===== config.mk =====
export PLATFORM = sky130hd
export DESIGN_NAME = spi_pkt_slave
export DESIGN_NICKNAME = d
export VERILOG_FILES = /design/src/rtl/spi_pkt_pkg.sv /design/src/rtl/spi_pkt_slave_sync2.sv /design/src/rtl/spi_pkt_slave.sv
export SDC_FILE = /design/constraint.sdc
export NUM_CORES = 1
export LEC_CHECK = 0
export ABC_CLOCK_PERIOD_IN_PS = 2330
export CORE_MARGIN = 2
export CORE_UTILIZATION = 56
export DETAILED_ROUTE_END_ITERATION = 8
export PLACE_DENSITY = 0.8
export REMOVE_ABC_BUFFERS = 1
export SLEW_MARGIN = 10
export SYNTH_ARGS = -nofsm -noshare
export SYNTH_HDL_FRONTEND = slang
export SYNTH_SLANG_ARGS = --single-unit

===== constraint.sdc =====
create_clock -name clk -period 2.33 [get_ports clk]
set_clock_uncertainty 0.2 [all_clocks]
set_input_delay 0.5825 -clock clk [delete_from_list [all_inputs] [get_ports clk]]
set_output_delay 0.5825 -clock clk [all_outputs]
set_load 0.01 [all_outputs]

===== src/rtl/spi_pkt_pkg.sv =====
// -----------------------------------------------------------------------------
// spi_pkt_pkg
//
// Shared definitions for the SPI packet slave:
//   - default packet and status-header widths
//   - bit-counter width (7 bits, enough for frames up to 72 bits)
//   - FSM state encoding (IDLE / LOAD / SHIFT / DONE)
//   - frame_len(): number of bits clocked out per transaction
//
// Optional feature macro used by the design: SPI_PKT_STATUS_HDR_EN
// -----------------------------------------------------------------------------
package spi_pkt_pkg;

    localparam int PKT_W_DEF = 64;
    localparam int HDR_W_DEF = 8;
    localparam int CNT_W     = 7;
    localparam int PCNT_W    = 6;

    localparam logic [1:0] ST_IDLE  = 2'd0;
    localparam logic [1:0] ST_LOAD  = 2'd1;
    localparam logic [1:0] ST_SHIFT = 2'd2;
    localparam logic [1:0] ST_DONE  = 2'd3;

    // Frame length in bits: the packet alone, or header followed by packet.
    function automatic int frame_len(input int pkt_w, input int hdr_w, input bit hdr_en);
        return hdr_en ? (pkt_w + hdr_w) : pkt_w;
    endfunction

endpackage


===== src/rtl/spi_pkt_slave_sync2.sv =====
// -----------------------------------------------------------------------------
// sync2
//
// Two-flop synchroniser for a single asynchronous input.
//
// Parameters:
//   RST_VAL  value both flops take during reset (idle level of the input)
//
// Ports:
//   clk  in   system clock
//   rst  in   asynchronous active-low reset
//   d    in   asynchronous input
//   q    out  input synchronised to clk (2-cycle latency)
// -----------------------------------------------------------------------------
module sync2 #(
    parameter logic RST_VAL = 1'b0
) (
    input  logic clk,
    input  logic rst,
    input  logic d,
    output logic q
);

    logic meta_q, meta_d;
    logic sync_q, sync_d;

    always_comb begin
        meta_d = d;
        sync_d = meta_q;
    end

    always_ff @(posedge clk or negedge rst) begin
        if (!rst) begin
            meta_q <= RST_VAL;
            sync_q <= RST_VAL;
        end else begin
            meta_q <= meta_d;
            sync_q <= sync_d;
        end
    end

    assign q = sync_q;

endmodule


===== src/rtl/spi_pkt_slave.sv =====
// -----------------------------------------------------------------------------
// spi_pkt_slave
//
// SPI mode-0 slave exposing the most recent received packet to an external
// master. Each pkt_rec strobe captures spi_data into a holding register; a
// cs-framed transaction shifts a frozen copy (shadow) out MSB-first on miso.
// The first mosi bit of a frame is the master's acknowledge: if it is 1 and
// the full frame is clocked, the pending (valid) and overrun (ovf) flags are
// cleared. An aborted frame (cs rising early) leaves the flags untouched.
//
// Optional feature macro: SPI_PKT_STATUS_HDR_EN
//   When defined, each frame is prefixed by an HDR_W-bit status header
//   {valid, ovf, pkt_cnt[5:0]}, where pkt_cnt counts pkt_rec strobes
//   (wrapping). When undefined, the frame is the bare packet.
//
// Parameters:
//   PKT_W  packet width (must match spi_data)
//   HDR_W  status header width (only used with the header option)
//
// Ports:
//   clk        in   system clock
//   rst        in   asynchronous active-low reset
//   spi_data   in   packet word from the packet register
//   pkt_rec    in   one-cycle strobe, spi_data valid
//   cs         in   SPI chip select, active-low, asynchronous
//   sclk       in   SPI clock, asynchronous (<= clk/8)
//   mosi       in   SPI data from master
//   miso       out  SPI data to master (0 when not shifting)
//   pkt_ready  out  a packet is held and not yet acknowledged
// -----------------------------------------------------------------------------
module spi_pkt_slave
    import spi_pkt_pkg::*;
#(
    parameter int PKT_W = PKT_W_DEF,
    parameter int HDR_W = HDR_W_DEF
) (
    input  logic             clk,
    input  logic             rst,
    input  logic [PKT_W-1:0] spi_data,
    input  logic             pkt_rec,
    input  logic             cs,
    input  logic             sclk,
    input  logic             mosi,
    output logic             miso,
    output logic             pkt_ready
);

`ifdef SPI_PKT_STATUS_HDR_EN
    localparam bit HDR_EN = 1'b1;
`else
    localparam bit HDR_EN = 1'b0;
`endif

    localparam int               FRAME_W   = frame_len(PKT_W, HDR_W, HDR_EN);
    localparam logic [CNT_W-1:0] FRAME_CNT = CNT_W'(FRAME_W);

    // ------------------------------------------------------------------
    // Input synchronisers (idle levels: cs high, sclk low)
    // ------------------------------------------------------------------
    logic cs_s;
    logic sclk_s;
    logic mosi_s;

    sync2 #(.RST_VAL(1'b1)) u_cs_sync (
        .clk (clk),
        .rst (rst),
        .d   (cs),
        .q   (cs_s)
    );

    sync2 #(.RST_VAL(1'b0)) u_sclk_sync (
        .clk (clk),
        .rst (rst),
        .d   (sclk),
        .q   (sclk_s)
    );

    sync2 #(.RST_VAL(1'b0)) u_mosi_sync (
        .clk (clk),
        .rst (rst),
        .d   (mosi),
        .q   (mosi_s)
    );

    // ------------------------------------------------------------------
    // State
    // ------------------------------------------------------------------
    logic               cs_prev_q,   cs_prev_d;
    logic               sclk_prev_q, sclk_prev_d;
    logic [1:0]         state_q,     state_d;
    logic [CNT_W-1:0]   bitcnt_q,    bitcnt_d;
    logic [PKT_W-1:0]   hold_q,      hold_d;
    logic [FRAME_W-1:0] shadow_q,    shadow_d;
    logic               valid_q,     valid_d;
    logic               ovf_q,       ovf_d;
    logic               ack_q,       ack_d;

    logic               cs_fall;
    logic               cs_rise;
    logic               sclk_rise;
    logic               sclk_fall;
    logic [FRAME_W-1:0] frame_word;

`ifdef SPI_PKT_STATUS_HDR_EN
    logic [PCNT_W-1:0]  pkt_cnt_q,   pkt_cnt_d;

    // Header reflects the flags as they stand when the frame is loaded.
    always_comb begin
        frame_word = {HDR_W'({valid_q, ovf_q, pkt_cnt_q}), hold_q};
    end

    always_comb begin
        pkt_cnt_d = pkt_cnt_q;
        if (pkt_rec) begin
            pkt_cnt_d = pkt_cnt_q + PCNT_W'(1);
        end
    end

    always_ff @(posedge clk or negedge rst) begin
        if (!rst) begin
            pkt_cnt_q <= '0;
        end else begin
            pkt_cnt_q <= pkt_cnt_d;
        end
    end
`else
    always_comb begin
        frame_word = hold_q;
    end
`endif

    // Edge detection against the previous synchronised sample.
    always_comb begin
        cs_fall   =  cs_prev_q   & ~cs_s;
        cs_rise   = ~cs_prev_q   &  cs_s;
        sclk_rise = ~sclk_prev_q &  sclk_s;
        sclk_fall =  sclk_prev_q & ~sclk_s;
    end

    // ------------------------------------------------------------------
    // Next-state logic
    // ------------------------------------------------------------------
    always_comb begin
        cs_prev_d   = cs_s;
        sclk_prev_d = sclk_s;
        state_d     = state_q;
        bitcnt_d    = bitcnt_q;
        hold_d      = hold_q;
        shadow_d    = shadow_q;
        valid_d     = valid_q;
        ovf_d       = ovf_q;
        ack_d       = ack_q;

        // Packet capture runs independently of the FSM; only the shadow
        // copy is used for shifting, so a mid-frame load cannot corrupt it.
        if (pkt_rec) begin
            hold_d  = spi_data;
            valid_d = 1'b1;
            if (valid_q) begin
                ovf_d = 1'b1;
            end
        end

        case (state_q)
            ST_IDLE: begin
                if (cs_fall) begin
                    state_d = ST_LOAD;
                end
            end

            ST_LOAD: begin
                if (cs_rise) begin
                    state_d = ST_IDLE;
                end else begin
                    shadow_d = frame_word;
                    bitcnt_d = '0;
                    ack_d    = 1'b0;
                    state_d  = ST_SHIFT;
                end
            end

            ST_SHIFT: begin
                if (cs_rise) begin
                    // Early deselect: treated as a peek, flags untouched.
                    state_d = ST_IDLE;
                end else begin
                    if (sclk_rise && (bitcnt_q == '0)) begin
                        ack_d = mosi_s;
                    end
                    if (sclk_fall) begin
                        shadow_d = shadow_q << 1;
                        bitcnt_d = bitcnt_q + CNT_W'(1);
                        if ((bitcnt_q + CNT_W'(1)) == FRAME_CNT) begin
                            state_d = ST_DONE;
                        end
                    end
                end
            end

            ST_DONE: begin
                // A coincident pkt_rec keeps the new packet pending but the
                // overrun is still considered acknowledged.
                if (ack_q) begin
                    ovf_d = 1'b0;
                    if (!pkt_rec) begin
                        valid_d = 1'b0;
                    end
                end
                state_d = ST_IDLE;
            end

            default: begin
                state_d = ST_IDLE;
            end
        endcase
    end

    // ------------------------------------------------------------------
    // Registers
    // ------------------------------------------------------------------
    always_ff @(posedge clk or negedge rst) begin
        if (!rst) begin
            cs_prev_q   <= 1'b1;
            sclk_prev_q <= 1'b0;
            state_q     <= ST_IDLE;
            bitcnt_q    <= '0;
            hold_q      <= '0;
            shadow_q    <= '0;
            valid_q     <= 1'b0;
            ovf_q       <= 1'b0;
            ack_q       <= 1'b0;
        end else begin
            cs_prev_q   <= cs_prev_d;
            sclk_prev_q <= sclk_prev_d;
            state_q     <= state_d;
            bitcnt_q    <= bitcnt_d;
            hold_q      <= hold_d;
            shadow_q    <= shadow_d;
            valid_q     <= valid_d;
            ovf_q       <= ovf_d;
            ack_q       <= ack_d;
        end
    end

    // ------------------------------------------------------------------
    // Outputs
    // ------------------------------------------------------------------
    // miso carries the shadow MSB only while shifting; the FSM leaves SHIFT
    // after the last bit, so trailing sclk edges see 0.
    assign miso      = (state_q == ST_SHIFT) ? shadow_q[FRAME_W-1] : 1'b0;
    assign pkt_ready = valid_q;

endmodule


Yosys cells after proc, flatten, opt, wreduce, memory -nomap -nowiden --
Index checks and enable logic that the tools add are counted. Widths: inputs -> output; s select.
Storage, ports and cells: input bits 70, register bits after elaboration 147, logic and storage cells 64, output and inout bits 2
Operators by class: reductions and logical operators 7, muxes and demuxes 23, equality and inequality tests 11, bitwise logic cells 8, add/sub/neg operators 1
Operators with widths (count):
- $mux 64 | 3
- $pmux 64 s2 | 1
- $mux 7 | 3
- $pmux 7 s2 | 1
- $mux 2 | 5
- $ne 2x2->1 const B | 5
- $mux 1 | 8
- $pmux 2 s4 | 1
- $reduce_and 4->1 | 2
- $add 7x1->7 const B | 1
- $eq 7x7->1 const B | 1
- $logic_not 7->1 | 1
- $ne 3x3->1 const B | 2
- $and 1x1->1 | 4
- $eq 2x2->1 const B | 2
- $not 1->1 | 4
- $reduce_and 3->1 | 1
- $eq 2x1->1 const B | 1
- $logic_not 2->1 | 1
- $pmux 1 s2 | 1
- $reduce_bool 2->1 | 1
- $logic_and 1x1->1 | 1

Logic depth before layout (Yosys ltp) --
Gate-level depths: netlist of the first run.
depth after elaboration 6, mapped depth 8, mapped depth without buffers 6

Cells and area by module --
From an unflattened synthesis of the first run, not the netlist that was laid out.
Second synthesis, totals: cells, all modules 503, area, all modules 6313.6 sq um
Modules (own cells, without submodules):
- spi_pkt_slave | area each 6160.9 sq um, times used 1, sequential area each 3529.6 sq um, cells each 497
- sync2 at u_mosi_sync ... | area each 50.0 sq um, times used 2, sequential area each 50.0 sq um, cells each 2
- sync2 at u_cs_sync | area each 52.6 sq um, times used 1, sequential area each 52.6 sq um, cells each 2

Worst setup path before layout of the first run --
Ideal clock, no wire load.
path type reg2out, from register state_q[1], to output miso, buffers on the path 2, cell stages (with the launch flop) 5, arrival 1094 ps, setup slack 454 ps, required time 1547 ps, cell sequence dfrtp_1 nor2b_1 buf_2 buf_2 and2_1
On the way: longest elaborated chain between the ends 2
Ends and longest elaborated chain:
- from (decl) | line spi_pkt_slave.sv:90 | logic [1:0] state_q, state_d;
- from (signal assigned) | line spi_pkt_slave.sv:235 | state_q <= state_d;
- $eq 2x2->1 | line spi_pkt_slave.sv:250 | assign miso = (state_q == ST_SHIFT) ? shadow_q[FRAME_W-1] : 1'b0;
- $mux 1 | line spi_pkt_slave.sv:250
- to (decl) | line spi_pkt_slave.sv:44 | output logic miso,
No other way between the ends.

Worst setup path in the final report of the first run --
from register valid_q (netlist: pkt_ready), to output pkt_ready
RTL lines:
- from (decl) | line spi_pkt_slave.sv:94 | logic valid_q, valid_d;
- from (signal assigned) | line spi_pkt_slave.sv:239 | valid_q <= valid_d;
- to (decl) | line spi_pkt_slave.sv:45 | output logic pkt_ready
No word-level cell between the ends.

==> results of run 1 <==
==> through the flow <==
step | instance area, µm² | utilization (%) | power [mW] | setup slack, ns | setup TNS (ns)
after floorplan | 5970 | - | 5.11 | -3.08 | -177.59
after global placement | 7030 | 65.2 | 5.60 | 0.232 | 0
after detailed placement | 7030 | 65.2 | 5.74 | 0.219 | 0
after CTS | 7750 | 71.8 | 8.99 | 0.00739 | 0
after global routing | 7740 | 71.7 | 9.41 | 0.0723 | 0
final | 7740 | 71.7 | 8.90 | 0.138 | 0
==> synth_stat cells (2+ instances only) <==
cell | count | share of area [%]
buf_4 | 8 | 0.97
nor2b_1 | 2 | 0.20
o21a_1 | 2 | 0.24
a21o_1 | 3 | 0.37
o21ai_1 | 69 | 5.6
inv_1 | 4 | 0.24
nand3_1 | 4 | 0.32
buf_6 | 3 | 0.55
ha_1 | 2 | 0.41
nand2_1 | 70 | 4.3
xor2_1 | 2 | 0.28
a21oi_1 | 4 | 0.32
nor3_1 | 3 | 0.24
dfrtp_1 | 144 | 58
nand2b_1 | 3 | 0.30
mux2_2 | 64 | 12
buf_2 | 14 | 1.1
nor2_1 | 3 | 0.18
dfstp_2 | 3 | 1.3
mux2i_1 | 63 | 10
clkbuf_1 | 7 | 0.43
==> what timing repair did <==
item,CTS,global route
resized for setup,3,1
hold buffers,1,0
pin swaps,0,0
endpoints found under the hold margin,46,0
setup buffers,2,0
setup endpoints to repair,1,1
==> cells by family (layout without fill, tap and decap cells) <==
logic type      after synthesis  in the layout
flops                       147            147
simple gates                 94             94
mux                         127            127
fa+ha+maj                     2              2
xor+xnor                      2              2
buf+inv                      36            120
compound gates               85             85
==> cell type report <==
cell class	count	area share (%)
multi-input cells	310	29.6
clock buffers	18	5.53
flip-flops and latches	147	47.6
repair buffers	84	11.5
inverters	4	0.194
well taps	140	2.26
clock inverters	14	3.33
==> registers in the layout (all words and copies together) (netlist names), 2 cells and up <==
name	flops
bitcnt_q	7
state_q	2
shadow_q	64
frame_word	64
==> worst paths after layout <==
path,start,endpoint,slack (ns),cells past startpoint
min in group asynchronous,rst,frame_word[63]$_DFFE_PN0P_,0.38,2
worst min-delay path,u_cs_sync.meta_q$_DFF_PN1_,u_cs_sync.q$_DFF_PN1_,0.16,0
worst max register to register,state_q[0]$_DFFE_PN0P_,shadow_q[56]$_DFFE_PN0P_,0.37,6
worst min register to register,u_cs_sync.meta_q$_DFF_PN1_,u_cs_sync.q$_DFF_PN1_,0.16,0
worst max-delay path,pkt_ready$_DFF_PN0_,pkt_ready,0.14,1
max in group asynchronous,rst,frame_word[57]$_DFFE_PN0P_,0.95,3
==> per-layer routing <==
| layer | part of all wire (%) | GRT usage [%] |
|---|---|---|
| met5 | 0 | 0 |
| met4 | 2.3 | 10.2 |
| met3 | 3.1 | 5.62 |
| met2 | 52 | 37.1 |
| met1 | 43 | 27.4 |
==> power by group through the flow <==
stage / Sequential (mW) / Combinational [mW] / Clock [mW]
2_1_floorplan: 3.53 / 1.58 / 0
3_3_place_gp: 3.60 / 2.00 / 0
3_5_place_dp: 3.65 / 2.10 / 0
4_1_cts: 3.62 / 2.18 / 3.19
5_1_grt: 3.69 / 2.40 / 3.31
6_report: 3.62 / 2.15 / 3.13
==> run summary, run 1 <==
Die X: 109 µm
Layout area overhead: 25.6%
CP bufs+invs: 1
Total GRT Usage: 22.3%
Antenna violations before repair: 0
Synth Area in Compound Gates: 7.53%
Non-filler instance count after layout: 717
Commonest non-fill, non-tap cell in the layout: dfrtp_1
Slowest-stage cell, CP: clkdlybuf4s50_1
Yosys cell types: 37
Mapped Avg Cell Area: 12.5 µm²
Initial Utilization: 57.1%
Post-DRT Antenna Nets: 0
Setup CP Type: flip-flop to output pin
CP top delay family: buffers and inverters
Tightest Pin Transition: 0.514 ns
Most frequent cells in the layout: dfrtp_1, nand2_1, o21ai_1, clkdlybuf4s50_1, mux2_2
Routed WL per cell: 16.4 µm
Sequential power share: 40.7%
RSZ-0062 raised after global routing: false
Maximum vdd drop: 0.851 mV
Simple-gate portion of the synthesized area: 6.80%
Final HPWL DP: 7.09 mm
Root Driver: clkbuf_8
N_diodes: 0
Adder-Cell Fraction of Synth Area: 0.406%
CP Max Fanout: 2
Core Region: 10,800 µm²
Drt initial violations: 108
Hold Crit Class: flip-flop to flip-flop
Largest stage delay on the critical path: 0.54 ns
Cells after Synth: 493
Leak: 3.34 nW
First-pass GRT wire length: 19.9 mm
Synthesized area: 6160 µm²
Ports: 72
Share of cells above drive strength 1: 21.0%
Multi-input logic area: 2290 µm²
Sequential-to-total area share from yosys stat: 59.7%
CP startpoint kind: flip-flop
FMAX: 0.456 GHz
Minimum clock period after layout: 2.19 ns
Synth Area in XOR/XNOR: 0.284%
Port Buf Inserts: 71
Mux cell area share after synthesis: 21.9%
Sequential Area: 3680 µm²
Pint: 6.32 mW
H-tree Lvls: 4
CTS tree: done
Gr ovfl total: 0
Vias per cell: 5.45
Die area: 11,900 µm²
Syn. warnings: 0
Layout fillers: 726
Largest net degree at the start of global routing: 66
CP arrival: 1.41 ns
Max cap viols: 0
Number of placement rows: 38
Final worst-path cycle share: 94.1%
Crit path required time: 1.55 ns
DRT Wirelength: 11.7 mm
Status: completed
Sw frac: 29.0%
Number of buffers created by CTS: 17
Pwr per Cell Area: 1150 nW/µm²
Reg clk slew, reported paths: 0.06 ns
Final setup violation count: 0
Final Max Slew Viols: 0
Final #Nets: 636
Placed cells: 682
Relative slew slack: 65.7%
Clk pwr share: 35.2%
Worst setup EP type: output pin
CP cell instances: clkdlybuf4s50_1
CTS max path bufs: 2
Hold WS: 0.159 ns
GP Congestion: 0.842
Post-synth EDFFs: 0
TritonRoute pass-1 iters: 4
Latest clock arrival within the worst-skew pair: 0.53 ns
Comb power frac: 24.1%
Vias: 3,908
Chip height: 109 µm
Synth Flop Type: dfrtp_1
Ys async rst share: 100%
DRC viols: 0
Vias in the first global route: 4,033
Net Switching: 2.58 mW
Largest family of logic cells by synthesized area: multiplexers
Fin. Hold Viols: 0
#FFs+latches synth: 147
Clock sink count: 147
Note: power is estimated with default switching activity, not from simulation.
==> run 2: changes to the inputs <==
ABC_CLOCK_PERIOD_IN_PS = 1800   (was 2330)
CORE_UTILIZATION = 50   (was 56)
PLACE_DENSITY = 0.75   (was 0.8)
clock period = 1.8 ns   (was 2.33 ns; I/O delays follow)
==> run 2 against run 1 <==
Net effect:
- the flow now finishes with violations (negative setup slack)
- global-route usage is 3.1 points lower
- clock-buffer cell count up 5
- cell count grew 4.2%
- design area rose by 5.1%
- sequential share of layout area decreased by 2.3 points
- non-clock buffer count up 20
- critical path type unchanged
- worst setup slack lost 0.17 ns
- die area is 12% higher
- wire length is 8.4% higher
- largest cell class unchanged
- worst hold slack got worse by 0.0068 ns
- flip-flop and latch count did not move
- critical path depth increased by 2
==> run summary, run 2 (same netlist as run 1, synthesis figures left out) <==
Vias in the first global route: 4,119 (was 4,033)
Leak: 3.54 nW (was 3.34 nW)
Clock sink count: 147 (unchanged)
Hold Path Cell Cnt: 0 (unchanged)
Share of cells above drive strength 1: 25.0% (was 21.0%)
Chip height: 115 µm (was 109 µm)
CP cell instances: nor2b_4 > and2_4 > buf_6 (was clkdlybuf4s50_1)
Largest stage delay on the critical path: 0.40 ns (was 0.54 ns)
Layout fillers: 885 (was 726)
FMAX: 0.546 GHz
Final WS setup: -0.0326 ns (was 0.138 ns)
DRC viols: 0 (unchanged)
Final Power: 11.9 mW (was 8.90 mW)
TritonRoute pass-1 iters: 4 (unchanged)
CP startpoint kind: flip-flop (unchanged)
Crit path required time: 1.15 ns (was 1.55 ns)
Die X: 115 µm (was 109 µm)
Fin. Hold Viols: 0 (unchanged)
GP Congestion: 0.741 (was 0.842)
Final #Nets: 659 (was 636)
Final worst-path cycle share: 102%
Final Max Slew Viols: 0 (unchanged)
Max cap viols: 0 (unchanged)
Post-DRT Antenna Nets: 0 (unchanged)
Placed cells: 699 (was 682)
Vias: 4,113 (was 3,908)
Relative slew slack: 76.2% (was 65.7%)
Tightest Pin Transition: 0.353 ns (was 0.514 ns)
Routed WL per cell: 17.0 µm (was 16.4 µm)
R2r worst-path depth: 5 (was 6)
H-tree Lvls: 4 (unchanged)
First-pass GRT wire length: 19.6 mm (was 19.9 mm)
Number of buffers created by CTS: 17 (unchanged)
Most frequent cells in the layout: dfrtp_1, nand2_1, o21ai_1, clkdlybuf4s50_1, mux2_2 (unchanged)
Largest net degree at the start of global routing: 44 (was 66)
Maximum vdd drop: 0.692 mV (was 0.851 mV)
Failing checks: negative setup slack
Status: finished, violations left (was completed)
RSZ-0062 raised after global routing: true (was false)
CP Max Fanout: 2 (unchanged)
Final setup violation count: 1 (was 0)
Initial Utilization: 51.3% (was 57.1%)
Layout area overhead: 32.0% (was 25.6%)
Ports: 72 (unchanged)
Antenna violations before repair: 0 (unchanged)
Gr ovfl total: 0 (unchanged)
Setup CP Type: flip-flop to output pin (unchanged)
DRT Wirelength: 12.7 mm (was 11.7 mm)
Port Buf Inserts: 71 (unchanged)
Total GRT Usage: 19.2% (was 22.3%)
Vias per cell: 5.51 (was 5.45)
Final core occ: 67.7% (was 71.7%)
CTS tree: done (unchanged)
Pwr per Cell Area: 1460 nW/µm² (was 1150 nW/µm²)
Reg clk slew, reported paths: 0.06 ns (about the same)
Hold Crit Class: flip-flop to flip-flop (unchanged)
Slowest-stage cell, CP: dfrtp_1 (was clkdlybuf4s50_1)
Core Region: 12,000 µm² (was 10,800 µm²)
Root Driver: clkbuf_16 (was clkbuf_8)
Minimum clock period after layout: 1.83 ns
CTS max path bufs: 2 (unchanged)
Non-filler instance count after layout: 747 (was 717)
N_diodes: 0 (unchanged)
Commonest non-fill, non-tap cell in the layout: dfrtp_1 (unchanged)
Latest clock arrival within the worst-skew pair: 0.42 ns (was 0.53 ns)
Worst setup EP type: output pin (unchanged)
Number of placement rows: 40 (was 38)
CP arrival: 1.18 ns (was 1.41 ns)
Final HPWL DP: 7.63 mm (was 7.09 mm)
Die area: 13,200 µm² (was 11,900 µm²)
Drt initial violations: 216 (was 108)
==> run 2: critical path: cells and delay by family, from the launching register on <==
| family | cells | cell delay [ns] |
|---|---|---|
| buffers and inverters | 1 | 0.09 |
| flip-flops | 1 | 0.40 |
| AND/OR/NAND/NOR | 2 | 0.26 |
==> run 2: cell type report <==
type | instances | area [µm²] | share of cell area (%)
sequential | 147 | 3680 | 45.3
tap | 147 | 184 | 2.26
clock inverter | 9 | 125 | 1.54
multi-input combinational | 313 | 2390 | 29.3
timing repair buffer | 104 | 1240 | 15.3
clock buffer | 23 | 498 | 6.12
inverter | 4 | 15.0 | 0.185
==> run 2: worst paths after layout <==
path,from,endpoint,slack [ns]
hold reg to reg,u_mosi_sync.meta_q$_DFF_PN0_,u_mosi_sync.q$_DFF_PN0_,0.15
max in group asynchronous,rst,frame_word[18]$_DFFE_PN0P_,0.57
setup reg to reg,state_q[0]$_DFFE_PN0P_,bitcnt_q[2]$_DFFE_PN0P_,0
hold / removal,u_mosi_sync.meta_q$_DFF_PN0_,u_mosi_sync.q$_DFF_PN0_,0.15
setup / recovery,state_q[0]$_DFFE_PN0P_,miso,-0.03
min in group asynchronous,rst,pkt_ready$_DFF_PN0_,0.29
==> run 2: per-stage QoR <==
| stage | hold WS (ns) | setup WS, ns | cell area (µm²) | TNS [ns] |
|---|---|---|---|---|
| 2_1_floorplan | -0.0456 | -3.48 | 5970 | -215.61 |
| 3_3_place_gp | 0.141 | -0.0383 | 7160 | -0.0383 |
| 3_5_place_dp | 0.140 | -0.0387 | 7160 | -0.0387 |
| 4_1_cts | 0.154 | -0.0781 | 7800 | -0.0815 |
| 5_1_grt | 0.165 | -0.0883 | 8140 | -0.448 |
| 6_report | 0.152 | -0.0326 | 8140 | -0.0326 |
==> run 2: per-layer routing <==
metal / share of wire (%) / track usage (%) / up-vias
met5: 0 / 0 / -
met4: 1.5 / 7.23 / 0
met3: 3.5 / 4.43 / 13
met2: 53 / 33.9 / 93
met1: 42 / 23.0 / 2089
li1: - / - / 1918
==> run 2: power by group <==
part           switching (mW)  internal (mW)  leakage (nW)
clock                    1.32           2.35         0.305
sequential              0.502           4.18          1.79
combinational            1.68           1.83          1.44
==> run 2: repair_timing <==
action / 4_1_cts / 5_1_grt
gates resized for setup: 8 / 15
setup endpoints to repair: 2 / 61
hold endpoints to repair: 29 / 0
pin swaps: 0 / 3
buffers inserted: 1 / 3
cloned: 0 / 12
hold buffers: 1 / 0
==> run 3: changes to the inputs <==
--- a/config.mk
+++ b/config.mk
@@ -8,7 +8,7 @@
 export ABC_CLOCK_PERIOD_IN_PS = 1800
 export CORE_MARGIN = 2
-export CORE_UTILIZATION = 50
+export CORE_UTILIZATION = 42
 export DETAILED_ROUTE_END_ITERATION = 8
-export PLACE_DENSITY = 0.75
+export PLACE_DENSITY = 0.65
 export REMOVE_ABC_BUFFERS = 1
 export SLEW_MARGIN = 10
==> constraint.sdc (replaced) <==
create_clock -name clk -period 1.8 [get_ports clk]
set_clock_uncertainty 0.2 [all_clocks]
set_input_delay 0.45 -clock clk [delete_from_list [all_inputs] [get_ports clk]]
set_output_delay 0.45 -clock clk [all_outputs]
set_load 0.05 [all_outputs]
==> run 3 against run 2 <==
Net effect:
- the run still ends with negative setup slack left
- power fell by 7.4%
- fmax fell by 4.2%
- clock-buffer cell count up 5
- first-iteration DRC count fell by 9.7%
- critical endpoint unchanged
- largest power group unchanged
- highest routed layer unchanged
==> run summary, run 3 (same netlist as run 1, synthesis figures left out) <==
Post-place setup slack: 0.0730 ns (was -0.0387 ns)
CTS max path bufs: 2 (unchanged)
Antenna violations before repair: 0 (unchanged)
Die X: 125 µm (was 115 µm)
Total GRT Usage: 15.6% (was 19.2%)
Pint: 7.76 mW (was 8.36 mW)
FF-to-FF End: bitcnt_q[4]$_DFFE_PN0P_ (was bitcnt_q[2]$_DFFE_PN0P_)
CTS tree: done (unchanged)
Comb power frac: 27.0% (was 29.6%)
Setup slack, reg-to-reg: 0.01 ns (was 0 ns)
Final #Nets: 647 (was 659)
Clk pwr share: 30.7% (was 31.0%)
Gr ovfl total: 0 (unchanged)
FMAX: 0.523 GHz (was 0.546 GHz)
Vias per cell: 5.06 (was 5.51)
Leak: 3.39 nW (was 3.54 nW)
Largest stage delay on the critical path: 0.43 ns (was 0.40 ns)
Commonest non-fill, non-tap cell in the layout: dfrtp_1 (unchanged)
CP cell instances: nor2b_4 > and2_4 > buf_12 (was nor2b_4 > and2_4 > buf_6)
Net Switching: 3.22 mW (was 3.51 mW)
CP bufs+invs: 1 (unchanged)
N_diodes: 0 (unchanged)
Vias: 3,909 (was 4,113)
Tightest Pin Transition: 0.397 ns (was 0.353 ns)
Failing checks: negative setup slack (unchanged)
Hold Path Cell Cnt: 0 (unchanged)
Latest clock arrival within the worst-skew pair: 0.41 ns (was 0.42 ns)
Die area: 15,700 µm² (was 13,200 µm²)
Root Driver: clkbuf_16 (unchanged)
CP Max Fanout: 2 (unchanged)
CP startpoint kind: flip-flop (unchanged)
Final WS setup: -0.113 ns (was -0.0326 ns)
Post-DRT Antenna Nets: 0 (unchanged)
Hold Startpoint: u_sclk_sync.meta_q$_DFF_PN0_ (was u_mosi_sync.meta_q$_DFF_PN0_)
Share of cells above drive strength 1: 22.4% (was 25.0%)
RR Startpoint: state_q[0]$_DFFE_PN0P_ (unchanged)
CP arrival: 1.26 ns (was 1.18 ns)
Hold Path End: u_sclk_sync.q$_DFF_PN0_ (was u_mosi_sync.q$_DFF_PN0_)
CP top delay family: flip-flops (unchanged)
DRC viols: 0 (unchanged)
Relative slew slack: 73.6% (was 76.2%)
Max cap viols: 0 (unchanged)
Vias in the first global route: 3,988 (was 4,119)
Layout area overhead: 27.7% (was 32.0%)
Status: finished, violations left (unchanged)
Reg clk slew, reported paths: 0.06 ns (about the same)
Maximum vdd drop: 0.686 mV (was 0.692 mV)
Initial Utilization: 42.7% (was 51.3%)
Layout fillers: 1,216 (was 885)
Final HPWL DP: 7.69 mm (was 7.63 mm)
H-tree Lvls: 4 (unchanged)
Routed WL per cell: 15.2 µm (was 17.0 µm)
Hold Crit Class: flip-flop to flip-flop (unchanged)
Pwr per Cell Area: 1400 nW/µm² (was 1460 nW/µm²)
Worst setup EP type: output pin (unchanged)
Number of buffers created by CTS: 17 (unchanged)
Ports: 72 (unchanged)
Final worst-path cycle share: 106% (was 102%)
Final setup violation count: 1 (unchanged)
Slowest-stage cell, CP: dfrtp_2 (was dfrtp_1)
Multi-input logic area: 2320 µm² (was 2390 µm²)
R2r worst-path depth: 6 (was 5)
Clock sink count: 147 (unchanged)
Largest net degree at the start of global routing: 61 (was 44)
First-pass GRT wire length: 19.6 mm (about the same)
Fin. Hold Viols: 0 (unchanged)
Sw frac: 29.3% (was 29.6%)
TritonRoute pass-1 iters: 4 (unchanged)
Sequential Area: 3680 µm² (about the same)
Port Buf Inserts: 71 (unchanged)
GP Congestion: 0.826 (was 0.741)
Chip height: 125 µm (was 115 µm)
Minimum clock period after layout: 1.91 ns (was 1.83 ns)
Hold WS: 0.147 ns (was 0.152 ns)
Number of placement rows: 44 (was 40)
Crit path required time: 1.15 ns (about the same)
Sequential power share: 42.4% (was 39.4%)
DRT Wirelength: 11.7 mm (was 12.7 mm)
RSZ-0062 raised after global routing: true (unchanged)
Setup CP Type: flip-flop to output pin (unchanged)
Drt initial violations: 195 (was 216)
Core Region: 14,400 µm² (was 12,000 µm²)
Most frequent cells in the layout: dfrtp_1, nand2_1, o21ai_1, clkdlybuf4s50_1, mux2_2 (unchanged)
Final Max Slew Viols: 0 (unchanged)
## run 3: cell types whose count changed in the layout (fill, tap and decap cells not counted), sizes merged
| cell | delta |
|---|---|
| clkinvlp | -1 |
| clkinv | -2 |
| bufinv | -2 |
| dlygate4sd2 | -1 |
| buf | -1 |
| clkbuf | -2 |
| a21o | -3 |
## run 3: metrics by stage
step	util (%)	std cells	area, µm²	total power [mW]	setup TNS, ns
global route	54.6	772	7880	11.7	-0.298
finish	54.6	772	7880	11.0	-0.113
detailed placement	49.8	733	7190	7.52	0
CTS	54.2	769	7810	11.0	-0.146
global placement	49.8	733	7190	7.39	0
floorplan	-	461	5970	6.47	-215.89
## run 3: worst max-delay path by stage
stage                            start                 to  slack [ns]  cells after the start
4_1_cts         state_q[0]$_DFFE_PN0P_               miso       -0.15                      3
2_1_floorplan   state_q[1]$_DFFE_PN0P_               miso       -3.75                      2
5_1_grt         state_q[0]$_DFFE_PN0P_               miso       -0.16                      3
6_report        state_q[0]$_DFFE_PN0P_               miso       -0.11                      3
3_5_place_dp   bitcnt_q[0]$_DFFE_PN0P_  ack_q$_DFFE_PN0P_        0.07                      6
3_3_place_gp   bitcnt_q[0]$_DFFE_PN0P_  ack_q$_DFFE_PN0P_         0.1                      6
## run 3: power by group through the flow
stage,clock network (mW),logic [mW],registers (mW)
6_report,3.37,2.96,4.66
5_1_grt,3.61,3.33,4.76
4_1_cts,3.45,2.88,4.66
3_5_place_dp,0,2.80,4.72
3_3_place_gp,0,2.71,4.68
2_1_floorplan,0,1.90,4.57
## run 3: repair_timing
action / 4_1_cts / 5_1_grt
resized for setup: 5 / 3
buffers inserted: 3 / 2
hold buffers: 1 / 0
setup endpoints to repair: 1 / 5
cloned: 0 / 1
hold endpoints to repair: 31 / 0
pin swaps: 2 / 1
## run 3: layer usage
layer | global-route usage (%) | up-vias | wire [µm]
li1 | - | 1874 | -
met1 | 20.2 | 1924 | 5330
met2 | 25.4 | 86 | 5690
met3 | 3.51 | 25 | 408
met4 | 6.86 | 0 | 274
met5 | 0 | - | 0
## run 3: layout make-up
| type | instances | area share [%] |
|---|---|---|
| Clock buffer | 28 | 6.69 |
| Inverter | 4 | 0.191 |
| Multi-Input combinational cell | 310 | 29.5 |
| Sequential cell | 147 | 46.8 |
| Timing Repair Buffer | 95 | 13.3 |
| Clock inverter | 4 | 0.604 |
| Tap cell | 184 | 2.92 |
